`config.mk`:
```
export PLATFORM = sky130hd
export DESIGN_NAME = key_loader_flat
export DESIGN_NICKNAME = d
export VERILOG_FILES = /design/src/rtl/key_pkg.sv /design/src/rtl/key_loader_if.sv /design/src/rtl/key_shift_reg.sv /design/src/rtl/key_loader.sv /design/src/flat_wrapper.sv
export SDC_FILE = /design/constraint.sdc
export NUM_CORES = 1
export LEC_CHECK = 0
export CAP_MARGIN = 20
export CORE_ASPECT_RATIO = 0.8
export CORE_MARGIN = 5
export CORE_UTILIZATION = 54
export CTS_CLUSTER_SIZE = 10
export DETAILED_ROUTE_END_ITERATION = 7
export PLACE_DENSITY = 0.8
export SLEW_MARGIN = 40
export SYNTH_ARGS = -nofsm -noshare
export SYNTH_HDL_FRONTEND = slang
export SYNTH_SLANG_ARGS = --single-unit
export TNS_END_PERCENT = 10
```
`constraint.sdc`:
```
create_clock -name clk -period 1.65 [get_ports clk]
set_input_delay 0.33 -clock clk [delete_from_list [all_inputs] [get_ports clk]]
set_output_delay 0.33 -clock clk [all_outputs]
set_load 0.02 [all_outputs]
```
`src/rtl/key_pkg.sv`:
```
// Shared types and constants for the key loader: FSM state encoding, default sizing and the parity helper.
package key_pkg;

    typedef enum logic [2:0] {
        ST_IDLE  = 3'd0,
        ST_LOAD  = 3'd1,
        ST_CHECK = 3'd2,
        ST_ARMED = 3'd3,
        ST_ERR   = 3'd4
    } key_state_t;

    localparam int KEY_WIDTH_DEF = 8;
    localparam int TIMEOUT_DEF   = 16;

    // Even-parity bit: the value that makes the total count of ones even.
    function automatic logic even_parity(input logic [31:0] v);
        return ^v;
    endfunction

endpackage

```
`src/rtl/key_loader_if.sv`:
```
// Key-provisioning bus: serial load handshake plus the key presented to the locked FSM.
interface key_loader_if
    import key_pkg::*;
#(
    parameter int KEY_WIDTH = KEY_WIDTH_DEF
);
    logic                 key_start;
    logic                 key_bit;
    logic                 key_bit_valid;
    logic                 key_bit_ready;
    logic [KEY_WIDTH-1:0] keyinput;
    logic                 key_valid;
    logic                 key_err;
    logic                 busy;

    modport master (
        output key_start, key_bit, key_bit_valid,
        input  key_bit_ready, keyinput, key_valid, key_err, busy
    );

    modport slave (
        input  key_start, key_bit, key_bit_valid,
        output key_bit_ready, keyinput, key_valid, key_err, busy
    );
endinterface

```
`src/rtl/key_shift_reg.sv`:
```
// Serial-in/parallel-out key register: writes din at bit position idx; indices beyond the key are ignored.
module key_shift_reg #(
    parameter int KEY_WIDTH = 8,
    parameter int IDX_W     = 4
) (
    input  logic                 clk,
    input  logic                 rst,
    input  logic                 clr,
    input  logic                 en,
    input  logic [IDX_W-1:0]     idx,
    input  logic                 din,
    output logic [KEY_WIDTH-1:0] q
);

    always_ff @(posedge clk or negedge rst) begin
        if (!rst) begin
            q <= '0;
        end else if (clr) begin
            q <= '0;
        end else if (en) begin
            for (int i = 0; i < KEY_WIDTH; i++) begin
                if (idx == IDX_W'(i)) q[i] <= din;
            end
        end
    end

endmodule

```
`src/rtl/key_loader.sv`:
```
// Write-once serial key loader feeding the locked FSM keyinput bus.
// Optional even-parity trailer bit enabled by defining KEY_LOADER_PARITY_EN.
module key_loader
    import key_pkg::*;
#(
    parameter int KEY_WIDTH = KEY_WIDTH_DEF,
    parameter int TIMEOUT   = TIMEOUT_DEF
) (
    input  logic         clk,
    input  logic         rst,
    key_loader_if.slave  bus
);

`ifdef KEY_LOADER_PARITY_EN
    localparam int NBITS = KEY_WIDTH + 1;
`else
    localparam int NBITS = KEY_WIDTH;
`endif
    localparam int CNT_W  = $clog2(NBITS + 1);
    localparam int IDLE_W = $clog2(TIMEOUT + 1);

    key_state_t           state, state_nxt;
    logic [CNT_W-1:0]     bitcnt;
    logic [IDLE_W-1:0]    idlecnt;
    logic [KEY_WIDTH-1:0] key_q;
    logic [KEY_WIDTH-1:0] key_reg;
    logic                 accept;
    logic                 start_load;
    logic                 last_bit;
    logic                 timed_out;
    logic                 check_ok;

    always_comb begin
        accept     = (state == ST_LOAD) && bus.key_bit_valid;
        start_load = (state == ST_IDLE) && bus.key_start;
        last_bit   = accept && (bitcnt == CNT_W'(NBITS - 1));
        // An accept in the same cycle always beats the timeout.
        timed_out  = (state == ST_LOAD) && !accept && (idlecnt == IDLE_W'(TIMEOUT - 1));
    end

`ifdef KEY_LOADER_PARITY_EN
    logic parity_q;

    always_ff @(posedge clk or negedge rst) begin
        if (!rst) begin
            parity_q <= 1'b0;
        end else if (start_load) begin
            parity_q <= 1'b0;
        end else if (accept && (bitcnt == CNT_W'(KEY_WIDTH))) begin
            parity_q <= bus.key_bit;
        end
    end

    assign check_ok = (even_parity(32'(key_q)) == parity_q);
`else
    assign check_ok = 1'b1;
`endif

    key_shift_reg #(
        .KEY_WIDTH (KEY_WIDTH),
        .IDX_W     (CNT_W)
    ) u_shift (
        .clk (clk),
        .rst (rst),
        .clr (start_load),
        .en  (accept),
        .idx (bitcnt),
        .din (bus.key_bit),
        .q   (key_q)
    );

    always_ff @(posedge clk or negedge rst) begin
        if (!rst) state <= ST_IDLE;
        else      state <= state_nxt;
    end

    always_comb begin
        state_nxt = state;
        case (state)
            ST_IDLE:  if (start_load) state_nxt = ST_LOAD;
            ST_LOAD: begin
                if (last_bit)       state_nxt = ST_CHECK;
                else if (timed_out) state_nxt = ST_ERR;
            end
            ST_CHECK: state_nxt = check_ok ? ST_ARMED : ST_ERR;
            ST_ARMED: state_nxt = ST_ARMED;
            ST_ERR:   state_nxt = ST_ERR;
            default:  state_nxt = ST_IDLE;
        endcase
    end

    // Bit counter never wraps (load ends at NBITS); idle counter saturates at TIMEOUT.
    always_ff @(posedge clk or negedge rst) begin
        if (!rst) begin
            bitcnt  <= '0;
            idlecnt <= '0;
        end else if (start_load) begin
            bitcnt  <= '0;
            idlecnt <= '0;
        end else if (accept) begin
            bitcnt  <= bitcnt + CNT_W'(1);
            idlecnt <= '0;
        end else if ((state == ST_LOAD) && (idlecnt != IDLE_W'(TIMEOUT))) begin
            idlecnt <= idlecnt + IDLE_W'(1);
        end
    end

    always_ff @(posedge clk or negedge rst) begin
        if (!rst) begin
            key_reg <= '0;
        end else if ((state == ST_CHECK) && (state_nxt == ST_ARMED)) begin
            key_reg <= key_q;
        end
    end

    assign bus.keyinput      = (state == ST_ARMED) ? key_reg : '0;
    assign bus.key_valid     = (state == ST_ARMED);
    assign bus.key_err       = (state == ST_ERR);
    assign bus.key_bit_ready = (state == ST_LOAD);
    assign bus.busy          = (state == ST_LOAD) || (state == ST_CHECK);

endmodule

```
`src/flat_wrapper.sv`:
```
// flat-port wrapper written by rule: the top's interface ports become plain ports
module key_loader_flat import key_pkg::*;
#(
    parameter int KEY_WIDTH = KEY_WIDTH_DEF,
    parameter int TIMEOUT   = TIMEOUT_DEF
)
  (clk, rst, bus_key_start, bus_key_bit, bus_key_bit_valid, bus_key_bit_ready, bus_keyinput, bus_key_valid, bus_key_err, bus_busy);
  key_loader_if #(.KEY_WIDTH(KEY_WIDTH)) bus_i ();
  input  logic clk;
  input  logic rst;
  input wire logic [$bits(bus_i.key_start)-1:0] bus_key_start;
  input wire logic [$bits(bus_i.key_bit)-1:0] bus_key_bit;
  input wire logic [$bits(bus_i.key_bit_valid)-1:0] bus_key_bit_valid;
  output wire logic [$bits(bus_i.key_bit_ready)-1:0] bus_key_bit_ready;
  output wire logic [$bits(bus_i.keyinput)-1:0] bus_keyinput;
  output wire logic [$bits(bus_i.key_valid)-1:0] bus_key_valid;
  output wire logic [$bits(bus_i.key_err)-1:0] bus_key_err;
  output wire logic [$bits(bus_i.busy)-1:0] bus_busy;
  assign bus_i.key_start = bus_key_start;
  assign bus_i.key_bit = bus_key_bit;
  assign bus_i.key_bit_valid = bus_key_bit_valid;
  assign bus_key_bit_ready = bus_i.key_bit_ready;
  assign bus_keyinput = bus_i.keyinput;
  assign bus_key_valid = bus_i.key_valid;
  assign bus_key_err = bus_i.key_err;
  assign bus_busy = bus_i.busy;
  key_loader #(.KEY_WIDTH(KEY_WIDTH), .TIMEOUT(TIMEOUT)) u_core (.clk(clk), .rst(rst), .bus(bus_i));
endmodule
```
# Yosys cells after proc, flatten, opt, wreduce, memory -nomap -nowiden
# Index checks and enable logic that the tools add are counted.
[totals]
reg_bits = 28
inputBits = 5
[op_classes]
n_addsub = 2
eq_ne = 14
n_mux = 20
n_reduce_logical = 30
[ops]
columns = ["operator", "n"]
rows = [
  ["2-to-1 mux 8 bit", 3],
  ["nonzero test 2 bit", 9],
  ["== test 4 x 3 -> 1 bit, second input constant", 4],
  ["AND reduction 2 bit", 8],
  ["2-to-1 mux 5 bit", 3],
  ["one-hot mux 3 bit (4 select lines)", 1],
  ["== test 3 x 2 -> 1 bit, second input constant", 3],
  ["2-to-1 mux 3 bit", 3],
  ["== test 4 x 2 -> 1 bit, second input constant", 2],
  ["2-to-1 mux 1 bit", 8],
  ["2-to-1 mux 4 bit", 2],
  ["logical AND 1 bit", 7],
  ["adder 5 x 1 -> 5 bit, second input constant", 1],
  ["== test 5 x 4 -> 1 bit, second input constant", 1],
  ["!= test 5 bit, second input constant", 1],
  ["adder 4 x 1 -> 4 bit, second input constant", 1],
  ["== test 4 x 1 -> 1 bit, second input constant", 1],
  ["zero test 4 bit", 1],
  ["== test 3 x 1 -> 1 bit, second input constant", 1],
  ["== test 3 bit, second input constant", 1],
  ["zero test 3 bit", 1],
  ["nonzero test 3 bit", 1],
  ["OR reduction 2 bit", 1],
  ["zero test 1 bit", 1],
  ["logical OR 1 bit", 1],
]

# Depth between registers and ports, before layout
# Gate-level depths: netlist (run 1).
[depth]
ltp_word = 10
mapped_depth = 6
mapped_depth_nobuf = 6

# Modules after synthesis
# Synthesis (run 1) repeated with hierarchy kept, for this count alone.
[hier_totals]
hier_cells = 136
hier_area_um2 = 1438.9
[by_module_without_submodules]
columns = ["module", "instances", "cells_each", "area_each_um2", "seq_area_each_um2"]
rows = [
  ["key_loader", 1, 98, 1022.2, 500.5],
  ["key_shift_reg", 1, 38, 416.6, 200.2],
]

# Least setup slack after synthesis (run 1)
# Ideal clock, no wire load.
[synth_path]
kind = "register -> output"
start = "register u_core.state[2]"
end = "output port bus_keyinput[0]"
t_arrival_ps = 1432
path_slack_ps = -112
stages_incl_launch_ff = 5
path_buffers = 1
path_cell_list = "dfrtp_1 -> buf_6 -> nand2b_1 -> nor2_1 -> and2_1"
[synth_via]
elab_chain_cells = 2
[synth_lines]
columns = ["item", "line", "source"]
rows = [
  ["from (decl)", "key_loader.sv:22", "key_state_t state, state_nxt;"],
  ["from (signal assigned)", "key_loader.sv:74", "else state <= state_nxt;"],
  ["== test 3 x 2 -> 1 bit", "--", ""],
  ["named net bus_key_valid", "flat_wrapper.sv:16", "output wire logic [$bits(bus_i.key_valid)-1:0] bus_key_valid;"],
  ["2-to-1 mux 8 bit", "key_loader.sv:116", "assign bus.keyinput = (state == ST_ARMED) ? key_reg : '0;"],
  ["to (decl)", "flat_wrapper.sv:15", "output wire logic [$bits(bus_i.keyinput)-1:0] bus_keyinput;"],
]
# The timed path passes the listed nets, and every way through them passes these cells.

# Worst setup path in the final report (run 1)
[layout_path]
start = "register u_core.state[1]"
end = "output port bus_busy"
[layout_via]
elab_chain_cells = 2
elab_cells_between_ends = 3
cone_classes = "2 x eq/ne; 1 x reduce/logical"
[layout_lines]
columns = ["item", "line", "source"]
rows = [
  ["== test 3 x 1 -> 1 bit / == test 3 x 2 -> 1 bit (equally long branches)", "key_loader.sv:120", "assign bus.busy = (state == ST_LOAD) || (state == ST_CHECK);"],
  ["logical OR 1 bit *", "key_loader.sv:120", ""],
  ["to (decl)", "flat_wrapper.sv:18", "output wire logic [$bits(bus_i.busy)-1:0] bus_busy;"],
]
# Every way passes the cells marked *; elsewhere a longest branch is shown, timed or not.

==> flow_summary.yaml, run 1 <==
drt:
  routed_wl_mm: 3.59
  via_count: 1236
  via_per_inst: 5.75
  routedWlPerCell_um: 16.7
  ant_nets: 0
  drt_iter0_drc: 85
  drc_errors: 0
  dr.pass1.iters: 4
worst_setup_path:
  r2r_start: "u_core.state[2]"
  cp_slowest_cell: "dfrtp_2"
  max_stage_delay_ns: 0.47
  ff2ff_setup_slack_ns: -0.09
  cp_max_fo: 4
  cp_data_arrival_time_ns: 1.47
  path_cells: "or3b_4 > o21ai_2 > buf_6"
  rr_endpoint: "u_core.u_shift.q[4]"
  startpoint_type: "flop"
  required_ns: 1.32
  criticalPathCategory: "flop to primary output"
  end_kind: "primary output"
  r2r_cells: 7
run_status:
  violations: "negative setup slack"
  status: "finished with violations"
floorplan:
  die_area_mm2: 0.00385
  ios: 17
  fp.dieH_um: 56.5
  rows: 16
  coreArea_mm2: 0.00252
  start_util_pct: 57.9
  die_w_um: 68.1
sta:
  finalClockSkew_ns: 0.0142
  final.period_utilization_pct: 109
  setup_violations: 19
  rsz0062_at_grt: "yes"
  worst_pin_slew_ns: 0.493
  finalHoldViolCount: 0
  setup_tns_ns: -1.42
  fin_ws_ns: -0.147
  report.final.slew_viol_count: 0
  period_minus_slack_ns: 1.80
  clock.fmax_mhz: 557
  max_slew_margin_pct: 66.9
clocking:
  clk_latency_ns: 0.33
  cts_made_buffers: 3
  htreeDepth: 1
  cts_tree: "built"
  clock-sinks: 28
  cts_hold_buffers: 0
  cts_root_buf: "clkbuf_4"
  clkSlewWorstSetupHoldPaths_ns: 0.15
  clockBufferDepth: 2
yosys:
  yosysWarnings: 0
  synth_edf_count: 0
  syn-num-nets: 152
  ys_types: 32
  synth_cells: 140
  synth_seq_cells: 28
  ys.flop_type: "dfrtp_1"
  synth_async_sr_flop_share_pct: 100
  syn_avg_cell_area_um2: 10.4
  syn_area_mm2: 0.00146
  ys_seq_area_share_pct: 48.0
final_layout:
  design_area_mm2: 0.00197
  mostFrequentLayoutCell: "dfrtp_1"
  layout-drive-gt1-share_pct: 37.4
  nNetsFinal: 192
  antenna_cells: 0
  layout_common_cells: "27 x dfrtp_1, 20 x buf_4, 15 x buf_6"
  final_util_pct: 78.2
  syn_to_final_growth_pct: 35.0
grt:
  grt_max_degree: 29
  overflow: 0
  first_global_vias: 1178
  grt_pass1_wl_mm: 5.77
  grt_usage_pct: 19.8
  antenna_found_initial: 0
placement:
  globalplace.congestion: 0.799
  port_buffers: 16
  dp.final_hpwl_mm: 2.37
  place_area_mm2: 0.00177
hold_path:
  hold_class: "input pin to async pin"
power:
  power_density_mw_per_mm2: 552
  leakage_nw: 0.971
  ir_worst_vdd_mv: 0.526
run:
  maxCapViolations: 0
## cell families after synthesis
kind of cell / after synthesis / share of synthesized area, %
simple gates: 56 / 22.1
compound gates: 19 / 7.37
buf+inv: 13 / 4.20
mux: 17 / 12.3
fa+ha+maj: 7 / 6.00
flops: 28 / 48.0
## power by group
group          switching (mW)  internal, mW
clock                   0.198         0.135
sequential            0.00723         0.693
combinational          0.0306        0.0255
total                   0.235         0.853
## synthesized netlist by cell type (all sizes together), types with 3 or more instances
cell	instances	share of area [%]
dfrtp	28	48
nand2	14	3.8
nand3	12	4.1
mux2i	9	6.2
a21oi	8	2.7
and2	8	3.4
inv	8	2.1
mux2	8	6.2
ha	7	6.0
o21ai	6	2.1
buf	5	2.1
nor2	4	1.2
or3	3	1.3
## per-layer routing
| metal | global-route usage, % | vias up | wire length (µm) |
|---|---|---|---|
| li1 | - | 573 | - |
| met1 | 26.6 | 609 | 1530 |
| met2 | 31.2 | 46 | 1770 |
| met3 | 4.59 | 8 | 217 |
| met4 | 6.23 | 0 | 72 |
| met5 | 0 | - | 0 |
## worst max-delay path by stage
stage | start | endpoint | slack (ns) | depth (start not counted)
finish | u_core.state[1] | bus_busy | -0.15 | 3
global route | u_core.state[0] | bus_busy | -0.19 | 3
CTS | u_core.state[1] | bus_busy | -0.13 | 3
detailed placement | u_core.state[2] | bus_keyinput[7] | -0.31 | 4
global placement | u_core.state[1] | bus_busy | -0.27 | 3
floorplan | u_core.state[2] | bus_keyinput[0] | 0.05 | 4
## cell type report
cell class                      count  area [µm²]
Sequential cell                    28         702
Multi-Input combinational cell    100         800
Inverter                            8        30.0
Clock buffer                        4        36.3
Tap cell                           36        45.0
Timing Repair Buffer               39         359
Fill cell                         155         551
## critical path, delay by kind of cell (launching register included)
family                 cells  cell delay [ns]
flip-flops                 1             0.47
AND/OR/NAND/NOR            1             0.44
buffers and inverters      1             0.14
AO/OA/AOI/OAI              1             0.09
## per-stage QoR
step | setup slack [ns] | hold WS, ns | total power, mW | cells
2_1_floorplan | 0.0513 | 0.0344 | 0.730 | 140
3_3_place_gp | -0.266 | 0.483 | 0.765 | 205
3_5_place_dp | -0.309 | 0.488 | 0.767 | 205
4_1_cts | -0.126 | 0.355 | 1.10 | 212
5_1_grt | -0.188 | 0.369 | 1.14 | 215
6_report | -0.147 | 0.345 | 1.09 | 215
## repair_timing
item | CTS | global route
gates cloned | 1 | 0
pin swaps | 3 | 5
endpoints found under the setup margin | 12 | 25
resized for setup | 87 | 11
buffers inserted | 2 | 3
hold endpoints to repair | 0 | 0
No activity file was read; power rests on OpenSTA's default activity.
==> run 2, diff against run 1 <==
--- a/config.mk
+++ b/config.mk
@@ -5,10 +5,13 @@
 export SDC_FILE = /design/constraint.sdc
 export NUM_CORES = 1
 export LEC_CHECK = 0
+export ABC_AREA = 1
 export CAP_MARGIN = 20
+export CELL_PAD_IN_SITES_DETAIL_PLACEMENT = 1
+export CELL_PAD_IN_SITES_GLOBAL_PLACEMENT = 1
 export CORE_ASPECT_RATIO = 0.8
 export CORE_MARGIN = 5
-export CORE_UTILIZATION = 54
+export CORE_UTILIZATION = 40
 export CTS_CLUSTER_SIZE = 10
 export DETAILED_ROUTE_END_ITERATION = 7
 export PLACE_DENSITY = 0.8
==> run 2 against run 1 <==
The run now ends clean. Area after synthesis grew 5.7%. Routed wire length grew 4.0%. Total power up 16%. Critical path depth increased by 2. Synthesized cell count increased by 46%. Combinational power is 42% lower. Sequential share of layout area fell by 0.35 points. Sequential power decreased by 2%. Worst hold slack improved by 0.071 ns. Fmax grew 10%.
==> flow_summary.yaml, run 2 <==
run_status:
  status: "completed"
power:
  p_seq_share_pct: 54.1
  clock_power_share_pct: 43.4
  p_comb_share_pct: 2.6
  ir_worst_vdd_mv: 0.346
  p_int_mw: 1.02
  p_sw_uw: 245
  sw_frac_of_total_pct: 19.3
  p_total_mw: 1.27
  power_density_mw_per_mm2: 638
  leakage_nw: 1.11
yosys:
  ys.flop_type: "dfrtp_1"
  yosysWarnings: 0
  ys_types: 21
  syn_avg_cell_area_um2: 7.56
  ys_seq_area_share_pct: 45.4
  netlist_top_cells_count: "50 x nand2_1, 38 x inv_1, 32 x nor2_1"
  synth_async_sr_flop_share_pct: 100
  synth_adder_area_share_pct: 5.68
  yosysTopAreaCell: "dfrtp_1"
  synth_edf_count: 0
  synth_cells: 204
  syn_area_mm2: 0.00154
  muxShareOfSynthArea_pct: 0
  synth_top_family_by_area: "simple AND/OR/NAND/NOR gates"
  synth_top_area_share_pct: 45.4
  synth_compound_area_share_pct: 8.27
  synth_most_common_cell: "nand2_1"
  netlist_top_cells_area: "dfrtp_1 45%, nand2_1 12%, inv_1 9.2%"
  synth_seq_cells: 28
  synth_xor_area_share_pct: 1.14
  syn-num-nets: 216
  synth_simple_gate_area_share_pct: 28.4
sta:
  setup_violations: 0
  final.period_utilization_pct: 98.6
  clock.fmax_mhz: 614
  report.final.slew_viol_count: 0
  finalHoldViolCount: 0
  period_minus_slack_ns: 1.63
  fin_ws_ns: 0.0223
  finalClockSkew_ns: 0.00310
  worst_pin_slew_ns: 0.359
  max_slew_margin_pct: 76.1
  rsz0062_at_grt: "yes"
drt:
  drt_iter0_drc: 50
  routedWlPerCell_um: 13.0
  routed_wl_mm: 3.73
  ant_nets: 0
  via_count: 1355
  dr.pass1.iters: 4
  drc_errors: 0
  via_per_inst: 4.72
worst_setup_path:
  cp_max_fo: 3
  criticalPathCategory: "flop to primary output"
  rr_endpoint: "u_core.u_shift.q[2]"
  cp_common_cell: "nor2_4"
  startpoint_type: "flop"
  path_cells: "buf_4 > nor2_4 > inv_2 > nor2_4 > buf_6"
  r2r_cells: 9
  r2r_start: "u_core.state[1]"
  startpoint: "u_core.state[1]"
  critPathBufInv: 3
  ff2ff_setup_slack_ns: 0.16
  cp_slowest_cell: "dfrtp_1"
  cp.depth: 5
  endpoint: "bus_key_err"
  end_kind: "primary output"
  cp_top_family: "flip-flops"
  cp_data_arrival_time_ns: 1.30
  required_ns: 1.32
  max_stage_delay_ns: 0.42
clocking:
  clockBufferDepth: 2
  htreeDepth: 1
  cts_hold_buffers: 0
  clkSlewWorstSetupHoldPaths_ns: 0.10
  cts_made_buffers: 3
  clk_latency_ns: 0.28
  cts_tree: "built"
  cts_root_buf: "clkbuf_8"
  clock-sinks: 28
final_layout:
  nNetsFinal: 256
  mostFrequentLayoutCell: "nand2_1"
  layout_common_cells: "50 x nand2_1, 35 x inv_1, 29 x nor2_1"
  syn_to_final_growth_pct: 28.9
  antenna_cells: 0
  nFillCells: 490
  layout-drive-gt1-share_pct: 22.2
  final_util_pct: 53.0
floorplan:
  ios: 17
  rows: 20
  fp.dieH_um: 65.5
  coreArea_mm2: 0.00375
  die_w_um: 79.4
  start_util_pct: 41.1
  die_area_mm2: 0.00521
grt:
  grt_max_degree: 29
  grt_usage_pct: 16.3
  overflow: 0
  grt_pass1_wl_mm: 6.65
  first_global_vias: 1458
  antenna_found_initial: 0
placement:
  port_buffers: 16
  globalplace.congestion: 0.746
  dp.final_hpwl_mm: 2.75
  dp_slack_ns: -0.197
hold_path:
  hold_class: "input pin to async pin"
run:
  maxCapViolations: 0
==> run 2: worst min path at each step <==
stage	from	endpoint
floorplan	rst	u_core.bitcnt[0]
global placement	u_core.key_reg[6]	u_core.key_reg[6]
detailed placement	u_core.key_reg[7]	u_core.key_reg[7]
CTS	rst	u_core.bitcnt[0]
global route	rst	u_core.bitcnt[2]
finish	rst	u_core.bitcnt[2]
==> run 2: what timing repair did <==
item / in CTS / in global routing
setup endpoints to repair: 12 / 9
gates resized for setup: 51 / 17
gates cloned: 0 / 0
buffers inserted: 1 / 0
pin swaps: 0 / 1
==> run 2: cells by family after synthesis <==
kind of cell               after synthesis
AOI/OAI and AO/OA                       24
adders and majority gates                7
buffers and inverters                   43
xor gates and xnor gates                 2
DFF                                     28
and+or+nand+nor                        100
==> run 2: layout make-up <==
class / instances / area [µm²] / area share (%)
timing repair buffer: 38 / 314 / 15.8
clock buffer: 3 / 41.3 / 2.08
clock inverter: 1 / 30.0 / 1.51
inverter: 40 / 153 / 7.68
tap: 44 / 55.1 / 2.77
multi-input combinational: 133 / 694 / 34.9
sequential: 28 / 701 / 35.2
==> run 2: per-stage QoR <==
step	setup TNS (ns)	instance area, µm²	hold WS, ns	cells
after CTS	0	1940	0.435	287
after detailed placement	-1.65	1910	0.484	282
after global placement	-1.00	1910	0.467	282
after global routing	-0.463	1990	0.458	287
final	0	1990	0.416	287
after floorplan	-0.227	1540	0.0344	204
==> run 2: power by group through the flow <==
stage | Combinational, mW | Sequential, mW | Clock, mW
2_1_floorplan | 0.00483 | 0.699 | 0
3_3_place_gp | 0.0340 | 0.699 | 0
3_5_place_dp | 0.0343 | 0.699 | 0
4_1_cts | 0.0343 | 0.686 | 0.561
5_1_grt | 0.0378 | 0.686 | 0.587
6_report | 0.0324 | 0.686 | 0.550
==> run 2: per-layer routing <==
layer	vias up	routed length, µm	track usage (%)
met5	-	0	0
met4	0	29	3.86
met3	4	110	2.60
met2	14	1900	29.3
met1	638	1690	20.3
li1	699	-	-
